File: src/rtl/multi_sprite_renderer.sv
// multi_sprite_renderer
//   Composites NUM_SPRITES RGBA sprites onto the VGA raster. During
//   horizontal blanking a small FSM walks the sprites, reads one bitmap line
//   per sprite from an external registered ROM into per-sprite line buffers,
//   and during the visible area the lowest-index opaque sprite wins each
//   pixel. Overlapping opaque sprites raise sticky collision flags that clear
//   at frame start. Positions are double-buffered (shadow -> active at
//   frame_start) so a frame never mixes old and new positions.
//
// Ports
//   clk, reset            pixel clock, synchronous active-high reset
//   hpos, vpos            raster position from the sync generator
//   display_on            visible-area flag
//   hblank_start          one-cycle pulse starting a line fetch
//   frame_start           one-cycle pulse; commits shadow positions, clears flags
//   pos_we/sel/x/y/en     shadow position write port
//   rom_sprite, rom_line  bitmap ROM address (data returns one cycle later)
//   rom_bits              ROM line data, pixel 0 in the top nibble {R,G,B,A}
//   red/green/blue/alpha  registered composited pixel
//   hit_index             winning sprite (0 when alpha=0)
//   collision             sticky per-sprite collision flags
//   busy                  line fetch in progress
module multi_sprite_renderer #(
  parameter int NUM_SPRITES = 4,
  parameter int SPRITE_W    = 16,
  parameter int SPRITE_H    = 16,
  parameter int V_TOTAL     = 525,
  parameter int IDX_W       = (NUM_SPRITES > 1) ? $clog2(NUM_SPRITES) : 1,
  localparam int LINE_W     = (SPRITE_H > 1) ? $clog2(SPRITE_H) : 1,
  localparam int BITS_W     = 4 * SPRITE_W
) (
  input  logic                   clk,
  input  logic                   reset,
  input  logic [9:0]             hpos,
  input  logic [9:0]             vpos,
  input  logic                   display_on,
  input  logic                   hblank_start,
  input  logic                   frame_start,
  input  logic                   pos_we,
  input  logic [IDX_W-1:0]       pos_sel,
  input  logic [9:0]             pos_x,
  input  logic [9:0]             pos_y,
  input  logic                   pos_en,
  output logic [IDX_W-1:0]       rom_sprite,
  output logic [LINE_W-1:0]      rom_line,
  input  logic [BITS_W-1:0]      rom_bits,
  output logic                   red,
  output logic                   green,
  output logic                   blue,
  output logic                   alpha,
  output logic [IDX_W-1:0]       hit_index,
  output logic [NUM_SPRITES-1:0] collision,
  output logic                   busy
);

  localparam logic [1:0] S_IDLE    = 2'd0;
  localparam logic [1:0] S_ISSUE   = 2'd1;
  localparam logic [1:0] S_CAPTURE = 2'd2;

  logic [9:0]        r_sh_x   [NUM_SPRITES];
  logic [9:0]        r_sh_y   [NUM_SPRITES];
  logic              r_sh_en  [NUM_SPRITES];
  logic [9:0]        r_act_x  [NUM_SPRITES];
  logic [9:0]        r_act_y  [NUM_SPRITES];
  logic              r_act_en [NUM_SPRITES];
  logic [BITS_W-1:0] r_linebuf[NUM_SPRITES];

  logic [1:0]        r_state;
  logic [IDX_W-1:0]  r_cnt;
  logic [9:0]        r_next_line;

  logic [9:0]        w_sel_y;
  logic              w_sel_en;
  logic [9:0]        w_dy;
  logic              w_in_range;

  logic [9:0]        w_dx   [NUM_SPRITES];
  logic [BITS_W-1:0] w_shift[NUM_SPRITES];
  logic [3:0]        w_pix  [NUM_SPRITES];
  logic [NUM_SPRITES-1:0] w_opaque;
  logic [IDX_W-1:0]  w_win;
  logic [3:0]        w_win_pix;
  logic              w_multi;

  // Position registers: the frame_start copy reads the pre-write shadow, so a
  // simultaneous write only becomes active on the following frame.
  always_ff @(posedge clk) begin
    if (reset) begin
      for (int k = 0; k < NUM_SPRITES; k++) begin
        r_sh_x[k]   <= '0;
        r_sh_y[k]   <= '0;
        r_sh_en[k]  <= 1'b0;
        r_act_x[k]  <= '0;
        r_act_y[k]  <= '0;
        r_act_en[k] <= 1'b0;
      end
    end else begin
      for (int k = 0; k < NUM_SPRITES; k++) begin
        if (frame_start) begin
          r_act_x[k]  <= r_sh_x[k];
          r_act_y[k]  <= r_sh_y[k];
          r_act_en[k] <= r_sh_en[k];
        end
        // Indices with no matching k (>= NUM_SPRITES) fall through unwritten.
        if (pos_we && pos_sel == IDX_W'(k)) begin
          r_sh_x[k]  <= pos_x;
          r_sh_y[k]  <= pos_y;
          r_sh_en[k] <= pos_en;
        end
      end
    end
  end

  // Fetch address generation for the sprite currently being walked.
  always_comb begin
    w_sel_y  = '0;
    w_sel_en = 1'b0;
    for (int k = 0; k < NUM_SPRITES; k++) begin
      if (r_cnt == IDX_W'(k)) begin
        w_sel_y  = r_act_y[k];
        w_sel_en = r_act_en[k];
      end
    end
  end

  assign w_dy       = r_next_line - w_sel_y;
  // No vertical wrap: a sprite near the bottom is simply truncated.
  assign w_in_range = w_sel_en && (r_next_line >= w_sel_y) && (w_dy < 10'(SPRITE_H));
  assign rom_sprite = r_cnt;
  assign rom_line   = w_dy[LINE_W-1:0];
  assign busy       = (r_state != S_IDLE);

  always_ff @(posedge clk) begin
    if (reset) begin
      r_state     <= S_IDLE;
      r_cnt       <= '0;
      r_next_line <= '0;
      for (int k = 0; k < NUM_SPRITES; k++) r_linebuf[k] <= '0;
    end else begin
      case (r_state)
        S_IDLE: begin
          if (hblank_start) begin
            r_state     <= S_ISSUE;
            r_cnt       <= '0;
            r_next_line <= (vpos == 10'(V_TOTAL - 1)) ? 10'd0 : vpos + 10'd1;
          end
        end
        S_ISSUE: r_state <= S_CAPTURE;
        S_CAPTURE: begin
          // ROM data addressed in ISSUE is valid now; out-of-range lines
          // load a fully transparent buffer.
          for (int k = 0; k < NUM_SPRITES; k++) begin
            if (r_cnt == IDX_W'(k)) r_linebuf[k] <= w_in_range ? rom_bits : '0;
          end
          if (r_cnt == IDX_W'(NUM_SPRITES - 1)) begin
            r_state <= S_IDLE;
          end else begin
            r_cnt   <= r_cnt + 1'b1;
            r_state <= S_ISSUE;
          end
        end
        default: r_state <= S_IDLE;
      endcase
    end
  end

  // Per-sprite pixel extraction: shifting the line left by 4*dx brings the
  // addressed pixel to the top nibble; shifts past the line yield zero.
  for (genvar g = 0; g < NUM_SPRITES; g++) begin : g_spr
    assign w_dx[g]     = hpos - r_act_x[g];
    assign w_shift[g]  = r_linebuf[g] << {w_dx[g], 2'b00};
    assign w_pix[g]    = ((hpos >= r_act_x[g]) && (w_dx[g] < 10'(SPRITE_W)))
                         ? w_shift[g][BITS_W-1 -: 4] : 4'd0;
    assign w_opaque[g] = w_pix[g][0];
  end

  // Scan from the highest index down so the lowest opaque index wins.
  always_comb begin
    w_win     = '0;
    w_win_pix = '0;
    for (int k = NUM_SPRITES - 1; k >= 0; k--) begin
      if (w_opaque[k]) begin
        w_win     = IDX_W'(k);
        w_win_pix = w_pix[k];
      end
    end
  end

  // More than one bit set: clearing the lowest set bit leaves something.
  assign w_multi = |(w_opaque & (w_opaque - 1'b1));

  always_ff @(posedge clk) begin
    if (reset) begin
      red       <= 1'b0;
      green     <= 1'b0;
      blue      <= 1'b0;
      alpha     <= 1'b0;
      hit_index <= '0;
      collision <= '0;
    end else begin
      if (display_on && (|w_opaque)) begin
        red       <= w_win_pix[3];
        green     <= w_win_pix[2];
        blue      <= w_win_pix[1];
        alpha     <= 1'b1;
        hit_index <= w_win;
      end else begin
        red       <= 1'b0;
        green     <= 1'b0;
        blue      <= 1'b0;
        alpha     <= 1'b0;
        hit_index <= '0;
      end
      // Clear at frame start first, then OR in this cycle's overlap.
      collision <= (frame_start ? '0 : collision)
                 | ((display_on && w_multi) ? w_opaque : '0);
    end
  end

endmodule

File: config.mk
export PLATFORM = sky130hd
export DESIGN_NAME = multi_sprite_renderer
export DESIGN_NICKNAME = d
export VERILOG_FILES = /design/src/rtl/multi_sprite_renderer.sv
export SDC_FILE = /design/constraint.sdc
export NUM_CORES = 1
export LEC_CHECK = 0
export ABC_AREA = 0
export CORE_ASPECT_RATIO = 0.5
export CORE_MARGIN = 2
export CORE_UTILIZATION = 53
export DETAILED_ROUTE_END_ITERATION = 10
export DONT_BUFFER_PORTS = 1
export PLACE_DENSITY = 0.68
export SYNTH_ARGS = -nofsm -noshare
export SYNTH_HDL_FRONTEND = slang
export SYNTH_SLANG_ARGS = --single-unit
export TNS_END_PERCENT = 5
File: constraint.sdc
create_clock -name clk -period 4.7 [get_ports clk]
set_input_delay 0.94 -clock clk [delete_from_list [all_inputs] [get_ports clk]]
set_output_delay 0.94 -clock clk [all_outputs]
set_load 0.005 [all_outputs]
==> out/results.ini <==
[yosys]
synth_cells=1859
synthArstFlopShare=0
syn_area_sq_mm=0.02229
synth-main-ff-cell=edfxtp_1
synth_cell_types=74
synth_seq_cells=448
synth_area_per_cell_sq_um=11.99
synth-edff-count=424
synthesis.nets=2033
yosys_warnings=0
seq_area_frac_synth=0.5928

[floorplan]
start_util=0.5344
die_h_microns=149.0
die_w_microns=294.0
core_sq_mm=0.04171
ios=130
die-area_sq_mm=0.04381
row_count=53

[final_layout]
layout_commonest_cell=edfxtp_1
drive_gt1_frac=0.1309
final_nets=2013
final_cell_mix=edfxtp_1 (424), nand2_1 (282), nor3_1 (267)
multi_input_area_sq_mm=0.008357
postLayoutCoreUtil=0.5882
area_delta_synth_final_pct=10.08
regArea_sq_mm=0.01321
num-fill-cells=3259
n_antenna_cell=0

[cts]
postCtsSetupBuffers=0
tritoncts=built
clock_sinks=448
holdBufCountCts=0
clock_latency_ns=0.56
cts-root-buf=clkbuf_16
clockBufferDepth=3
cts_resized=0
cts_buffers=42
htreeDepth=2
cts.clk_slew.worst_paths_ns=0.06

[timing]
skew_ns=0.02577
hold_viol=0
layout_setup_ws_ns=0.2881
rsz0062_at_grt=no
max_freq_mhz=226.7
worst_pin_slew_ns=1.126
timing.final.crit_share=0.9387
fin_hold_ws_ns=0.4591
slew_viol_final=0
setup_viol=0
tns_ns=0
min_period_ns=4.412
slew_headroom=0.2493

[critical_path]
worstSetupStartpointType=flop
cpPeakStageDelay_ns=0.50
critPathRequiredTime_ns=5.07
critical_path.cell_chain=inv_1 > ha_2 > buf_4 > a22oi_1 > nor2_1 > a21oi_1 > nor2_1 > a21oi_1 > inv_1 > fa_1 > nor2b_1 > o21ai_1 > a21boi_1 > o21a_1 > o21ai_1 > nor4_1 > a211oi_4 > buf_12 > buf_12 > nor3_1
crit_arrival_ns=4.79
critPathCaptureType=flop
worstSetupPathType=flop to flop
path_max_fanout=50
worst_path_max_delay_cell=dfxtp_1

[global_route]
gr-total-overflow=0
grt_max_degree=79
grt_pass1_wl_microns=83120
antenna_found_initial=0
grt_usage=0.2517
grt_pass1_vias=13520

[pwr]
p_leak_uw=0.008611
pwr-share-clk=0.365
p_comb_frac=0.151
power_uw=9544
seqPwrFrac=0.484
vdd_drop_max_mv=0.2654
swShare=0.2574
netSwitchingPower_uw=2456
intPower_uw=7088
p_per_area_mw_per_mm2=389.0

[place]
globalplace.congestion=0.8526
dpl.hpwl_microns=36920
portBuffers=0
pre_cts_ws_ns=0.3692

[detailed_routing]
wl_per_cell_microns=22.64
drtPass1Iterations=5
routed_wl_microns=54830
dr_total_vias=14630
final_antenna_net_count=0
drc=0
viasPerCell=6.042
drtIter0Drc=1815

[hold_path]
hp-class=input port to flop

[run]
max_cap_violations=0

[status]
outcome=finished clean

## area by class of cell
class,count,area share
clock buffer,48,0.04462
clock inverter,29,0.01178
inverter,72,0.01107
multi-input combinational,1207,0.3406
sequential,448,0.5385
tap,550,0.02805
timing repair buffer,68,0.02540
## registers in the layout, summed over array words and instances, names as in the netlist
name,cells
r_linebuf,256
r_act_x,40
r_act_y,40
r_sh_x,40
r_sh_y,40
r_next_line,10
collision,4
r_act_en,4
r_sh_en,4
hit_index,2
r_state,2
rom_sprite,2
alpha,1
blue,1
green,1
red,1
## cells in the mapped netlist (3+ instances only)
cell       count  share of area
o22ai_1        6         0.0017
o31a_1         6         0.0024
xor2_1         6         0.0024
a311oi_1       4         0.0016
mux2i_1       10         0.0045
o31ai_1        4         0.0013
mux2_2         4         0.0020
clkbuf_1      93          0.016
edfxtp_1     424           0.57
a21o_1        11         0.0037
a22oi_1       21         0.0071
nand2b_1      10         0.0028
o2111ai_1      3         0.0012
and2_1       168          0.047
inv_1         72          0.012
nor4_1         3        0.00084
a21boi_0       3         0.0010
ha_1          56          0.031
buf_2         32         0.0072
or4_1          3         0.0010
o211a_1        3         0.0013
nand3_1       10         0.0022
xnor2_1        8         0.0031
nor2b_1       10         0.0028
dfxtp_1       24          0.022
nand4_1        4         0.0011
a21oi_1       41         0.0092
mux4_1         5         0.0059
o21ai_0       33         0.0074
fa_1           5         0.0045
a211oi_1       8         0.0027
o21ai_1        4        0.00090
buf_1          5        0.00084
o21bai_1       6         0.0020
or2_2          3        0.00084
o21a_1        13         0.0044
nor3_1       269          0.060
mux4_2        71          0.072
nor2_1        71          0.012
a31oi_1        5         0.0014
nand2_1      282          0.047
## power groups by stage
| stage | Clock, uW | Sequential (uW) | Combinational, uW |
|---|---|---|---|
| 6_report | 3480 | 4620 | 1440 |
| 5_1_grt | 3670 | 4640 | 1550 |
| 4_1_cts | 3520 | 4620 | 1430 |
| 3_5_place_dp | 0 | 4710 | 1420 |
| 3_3_place_gp | 0 | 4700 | 1400 |
| 2_1_floorplan | 0 | 4690 | 970 |
## final timing paths
path	slack, ns	to	from	cells past startpoint
max	0.29	r_linebuf[3][42]$_SDFFCE_PN0P_	rom_sprite[1]$_SDFFE_PP0P_	20
min	0.46	r_next_line[0]$_SDFFE_PP0P_	reset	1
max reg2reg	0.29	r_linebuf[3][42]$_SDFFCE_PN0P_	rom_sprite[1]$_SDFFE_PP0P_	20
min reg2reg	0.49	collision[3]$_SDFF_PP0_	collision[3]$_SDFF_PP0_	1
## stage by stage
| stage | cells | area [sq um] |
|---|---|---|
| 2_1_floorplan | 1859 | 22290 |
| 3_3_place_gp | 2345 | 23150 |
| 3_5_place_dp | 2345 | 23150 |
| 4_1_cts | 2422 | 24540 |
| 5_1_grt | 2422 | 24540 |
| 6_report | 2422 | 24540 |
## cells by family (layout without fill, tap and decap cells)
group / Yosys count / after routing / share of synthesized area
simple gates: 849 / 849 / 0.1848
flops: 448 / 448 / 0.5928
buf+inv: 204 / 217 / 0.03666
compound gates: 191 / 191 / 0.05821
mux: 90 / 90 / 0.08415
fa+ha+maj: 61 / 61 / 0.03593
xor+xnor: 16 / 16 / 0.007467
## critical path: cells and delay by family, from the launching register on
kind	cells	cell delay, ns
fa+ha+maj	2	0.64
flops	1	0.50
compound gates	8	1.30
simple gates	5	0.96
buf+inv	5	0.81
## metal layers
layer / global-route usage / vias to the layer above / part of all wire
met4: 0.04923 / 0 / 0.018
li1: - / 6760 / -
met3: 0.04559 / 69 / 0.091
met5: 0 / - / 0
met1: 0.3623 / 7133 / 0.41
met2: 0.4067 / 671 / 0.48
Power figures use the tool's default switching activity.
==> patch 1, RTL diff (config.mk and constraints unchanged) <==
The parameter `SPRITE_W` goes from 16 to 32.
--- a/src/rtl/multi_sprite_renderer.sv
+++ b/src/rtl/multi_sprite_renderer.sv
@@ -22,7 +22,7 @@
 //   busy                  line fetch in progress
 module multi_sprite_renderer #(
   parameter int NUM_SPRITES = 4,
-  parameter int SPRITE_W    = 16,
+  parameter int SPRITE_W    = 32,
   parameter int SPRITE_H    = 16,
   parameter int V_TOTAL     = 525,
   parameter int IDX_W       = (NUM_SPRITES > 1) ? $clog2(NUM_SPRITES) : 1,
Interface: changed (resized rom_bits); port bits go from 130 to 194. The function was not compared with the original's and may differ.
==> patch 1 against the unedited design <==
Design area is 59% higher; total power is 58% higher; largest power group unchanged; area after synthesis is 58% higher; hold slack worse by 0.061 ns; cell count is 34% higher; worst setup slack worse by 0.085 ns; combinational power is 86% higher; via count is 46% higher; wire length is 70% higher; sequential cell count is 256 higher; first-iteration DRC count is 55% higher.
==> patch 1: results (changes against the unedited design) <==
Status
  – Status: complete, no violations

GRT
  – Global-route wire length before repair: 135000 um (+63%)
  – Vias in the first global route: 20400 (+51%)
  – Met2 Use GR: 39.3% (-1.4 points)
  – Initial antenna violation count: 3 (+3)

Route
  – M1 WL: 39200 um (+73%)
  – Final wirelength: 93100 um (+70%)
  – Met3 wire len: 9820 um (+97%)
  – Met2 Wirelength: 42100 um (+61%)

Setup path
  – CP arrival: 4.80 ns (about the same)
  – Crit path max fanout: 44 (-12%)
  – R2R depth: 21 (+5.0%)
  – FF-to-FF Start: rom_sprite[0]
  – R2r setup slk: 0.20 ns (-0.09 ns)

Placed design
  – Final Wtd Congestion: 0.838 (-1.7%)
  – Placed insts: 3130 (+33%)

Clock network
  – CTS Buf Count: 66 (+57%)
  – H-tree depth: 3 (+1)

Yosys
  – XOR/XNOR share of the synthesized area: 0.809% (+0.062 points)
  – Post-synthesis mux area share: 10.7% (+2.2 points)
  – Post-synth EDFFs: 680 (+60%)
  – Mean Syn Cell Area: 14.9 sq um (+24%)

STA
  – Clock skew: 0.0352 ns (+0.00941 ns)

Worst hold path
  – Hold Path End: r_next_line[2]

Power
  – Peak VDD IR: 0.000268 V (+0.91%)
==> patch 1: cell count changes after synthesis, moves of 72 or more <==
cell,delta
mux4_2,+72
nor4b_1,+128
edfxtp_1,+256
clkbuf_1,+106
nand2_1,-225
nor3_1,-256
nor4bb_1,+385
==> patch 1: per-stage QoR <==
stage / setup slack [ns] / power (uW) / hold WS [ns]
global route: -0.0297 / 15500 / 0.373
global placement: -0.185 / 9950 / 0.499
CTS: 0.160 / 15100 / 0.370
detailed placement: -0.219 / 9990 / 0.502
finish: 0.203 / 15000 / 0.399
floorplan: 0.226 / 9070 / 0.435
==> patch 1: timing repair <==
item                       CTS  global route
resized for setup            0            28
buffers inserted             0             3
setup endpoints to repair    0           498
==> patch 1: power groups by stage <==
stage | clock (uW) | sequential, uW | combinational [uW]
2_1_floorplan | 0 | 7360 | 1710
3_3_place_gp | 0 | 7360 | 2600
3_5_place_dp | 0 | 7370 | 2620
4_1_cts | 5190 | 7230 | 2630
5_1_grt | 5440 | 7250 | 2820
6_report | 5130 | 7230 | 2680
==> patch 1: area by class of cell <==
cell class / instances / area (sq um)
Multi-Input combinational cell: 1362 / 13500
Timing Repair Buffer: 116 / 1250
Antenna cell: 1 / 2.50
Fill cell: 4918 / 26400
Tap cell: 884 / 1110
Sequential cell: 704 / 20900
Clock buffer: 94 / 1820
Clock inverter: 18 / 153
Inverter: 70 / 267
==> patch 1: worst max path at each step <==
stage                     cells past startpoint     startpoint               end  slack, ns
final                                        21  rom_sprite[0]  r_linebuf[3][84]       0.20
after global routing                         21  rom_sprite[0]  r_linebuf[3][88]      -0.03
after CTS                                    22  rom_sprite[0]  r_linebuf[1][88]       0.16
after detailed placement                     12        hpos[0]      collision[0]      -0.22
after global placement                       12        hpos[0]      collision[0]      -0.18
after floorplan                               3          reset   r_linebuf[0][0]       0.23
==> patch 2, RTL diff (same flow settings) <==
Made on the original files. Register the input `pos_x` before use, with the module's reset. The logic sees it one clock later. The other inputs are not delayed to match.
--- a/src/rtl/multi_sprite_renderer.sv
+++ b/src/rtl/multi_sprite_renderer.sv
@@ -57,6 +57,16 @@
   localparam logic [1:0] S_ISSUE   = 2'd1;
   localparam logic [1:0] S_CAPTURE = 2'd2;
 
+  logic [9:0] pos_x_q;
+
+  always_ff @(posedge clk) begin
+    if (reset) begin
+      pos_x_q <= '0;
+    end else begin
+      pos_x_q <= pos_x;
+    end
+  end
+
   logic [9:0]        r_sh_x   [NUM_SPRITES];
   logic [9:0]        r_sh_y   [NUM_SPRITES];
   logic              r_sh_en  [NUM_SPRITES];
@@ -103,7 +113,7 @@
         end
         // Indices with no matching k (>= NUM_SPRITES) fall through unwritten.
         if (pos_we && pos_sel == IDX_W'(k)) begin
-          r_sh_x[k]  <= pos_x;
+          r_sh_x[k]  <= pos_x_q;
           r_sh_y[k]  <= pos_y;
           r_sh_en[k] <= pos_en;
         end
Check against the original RTL: not equivalent (a bounded check fails within 10 cycles, from zero or initial values and one cycle with reset high).
==> patch 2 against the unedited design <==
Worst setup slack better by 0.13 ns; non-clock buffer count fell by 26; wire length is 14% lower; die area is 2.0% lower; clock skew grew 0.013 ns; via count shrank 16%; area after synthesis is 2.0% lower; design area decreased by 2.9%; sequential cell count grew 10; synthesized cell count fell by 15%; global-route usage fell by 3.2 points; total power down 3.9%; critical path type unchanged; highest routed layer unchanged.
==> patch 2: results (changes against the unedited design) <==
Status
  – Status: complete, no violations

Finish
  – Largest Register: r_linebuf
  – Signal buf overhead: 1.48% (-1.1 points)
  – Nonclk buf count: 42 (-38%)
  – Clk tree area frac: 5.75% (+0.11 points)
  – Layout cells sized above 1: 13.0% (-0.11 points)
  – Multi-input gate share of total cell area: 32.5% (-1.5 points)
  – Non-filler instance count after layout: 2158 (-11%)
  – # clk buffers: 54 (+13%)
  – Nets: 1760 (-13%)
  – Layout fillers: 3065 (-6.0%)
  – Seq area share: 56.3% (+2.4 points)
  – Comb_multi_in: 971 (-20%)
  – Inverters, non-clock: 72 (unchanged)

GRT
  – Global-route wire length before repair: 72000 um (-13%)
  – Largest net degree at the start of global routing: 69 (-13%)
  – GRT Total Usage: 22.0% (-3.2 points)
  – Initial antenna violation count: 0 (unchanged)

Yosys
  – Post-synthesis sequential area ratio: 61.4% (+2.1 points)
  – Post-synthesis mux area share: 8.31% (-0.11 points)
  – Top post-synthesis cells by count: 424 x and2_1, 424 x edfxtp_1, 72 x inv_1
  – Post-Synthesis Cells: 1576 (-15%)
  – Synth Area in Compound Gates: 5.28% (-0.54 points)
  – Post-synth EDFFs: 424 (unchanged)
  – Synth Area in Adders: 3.67% (+0.074 points)
  – XOR/XNOR share of the synthesized area: 1.03% (+0.28 points)
  – Top cells by area, synth: edfxtp_1 58%, and2_1 12%, mux4_2 7.2%
  – Post-synth cell types: 66 (-11%)
  – Post-synthesis sequential element count: 458 (+2.2%)

Setup path
  – CP arrival: 4.57 ns (-0.22 ns)
  – Critical path origin: rom_sprite[0]
  – Crit path max-delay cell type: nor2_1
  – Crit-path max cell delay: 0.53 ns (+0.03 ns)
  – R2r setup slk: 0.42 ns (+0.13 ns)
  – Worst Setup EP: r_linebuf[3][52]
  – Worst Setup Start Kind: flip-flop
  – Crit path max fanout: 64 (+28%)
  – R2R depth: 20 (unchanged)
  – Top delay family on crit path: simple AND/OR/NAND/NOR gates
  – FF-to-FF Start: rom_sprite[0]

Power
  – Peak VDD IR: 0.000234 V (-12%)
  – Leak Pwr: 0.00899 uW (+4.4%)

Placed design
  – Pre-CTS WS: 0.0677 ns (-0.302 ns)
  – PortBufs: 0 (unchanged)
  – Hpwl dp: 32800 um (-11%)
  – Placed insts: 2083 (-11%)
  – Final Wtd Congestion: 0.829 (-2.8%)

Clock network
  – CTS Buf Count: 41 (-2.4%)
  – Skew-Pair Late Insertion Delay: 0.56 ns (about the same)
  – CTS max path bufs: 3 (unchanged)
  – H-tree depth: 2 (unchanged)
  – Clk slew on worst S/H paths: 0.07 ns

Route
  – Detailed Routing Iterations Pass 1: 5 (unchanged)
  – Vias: 12300 (-16%)
  – Routed length per instance: 21.7 um (-4.0%)
  – Drt initial violations: 922 (-49%)

STA
  – Clock skew: 0.0383 ns (+0.0125 ns)
  – Rel. slew slack: 18.1% (-6.8 points)

Worst hold path
  – Hold Path End: rom_sprite[0]
patch 2: layer usage:
layer	GRT usage, %	vias to the layer above	wire (um)
met5	0	-	0
met4	5.83	0	1060
met3	4.29	83	2840
met2	36.7	387	22500
met1	30.0	6110	20400
li1	-	5702	-
patch 2: power breakdown:
part | total (uW) | switching (uW) | internal (uW)
registers | 4700 | 60.2 | 4640
logic | 1030 | 598 | 429
clock network | 3450 | 1500 | 1940
patch 2: logic make-up after synthesis:
| family | Yosys count |
|---|---|
| fa+ha+maj | 61 |
| flops | 458 |
| mux | 93 |
| compound gates | 171 |
| buf+inv | 147 |
| simple gates | 622 |
| xor+xnor | 24 |
patch 2: stage by stage:
stage               hold WS (ns)  util, %  cell area, sq um  total power, uW
floorplan                  0.435        -             21800             5500
detailed placement         0.494     55.4             22500             5810
global placement           0.488     55.4             22500             5770
global route               0.433     58.8             23800             9470
CTS                        0.431     58.8             23800             9230
finish                     0.461     58.8             23800             9170
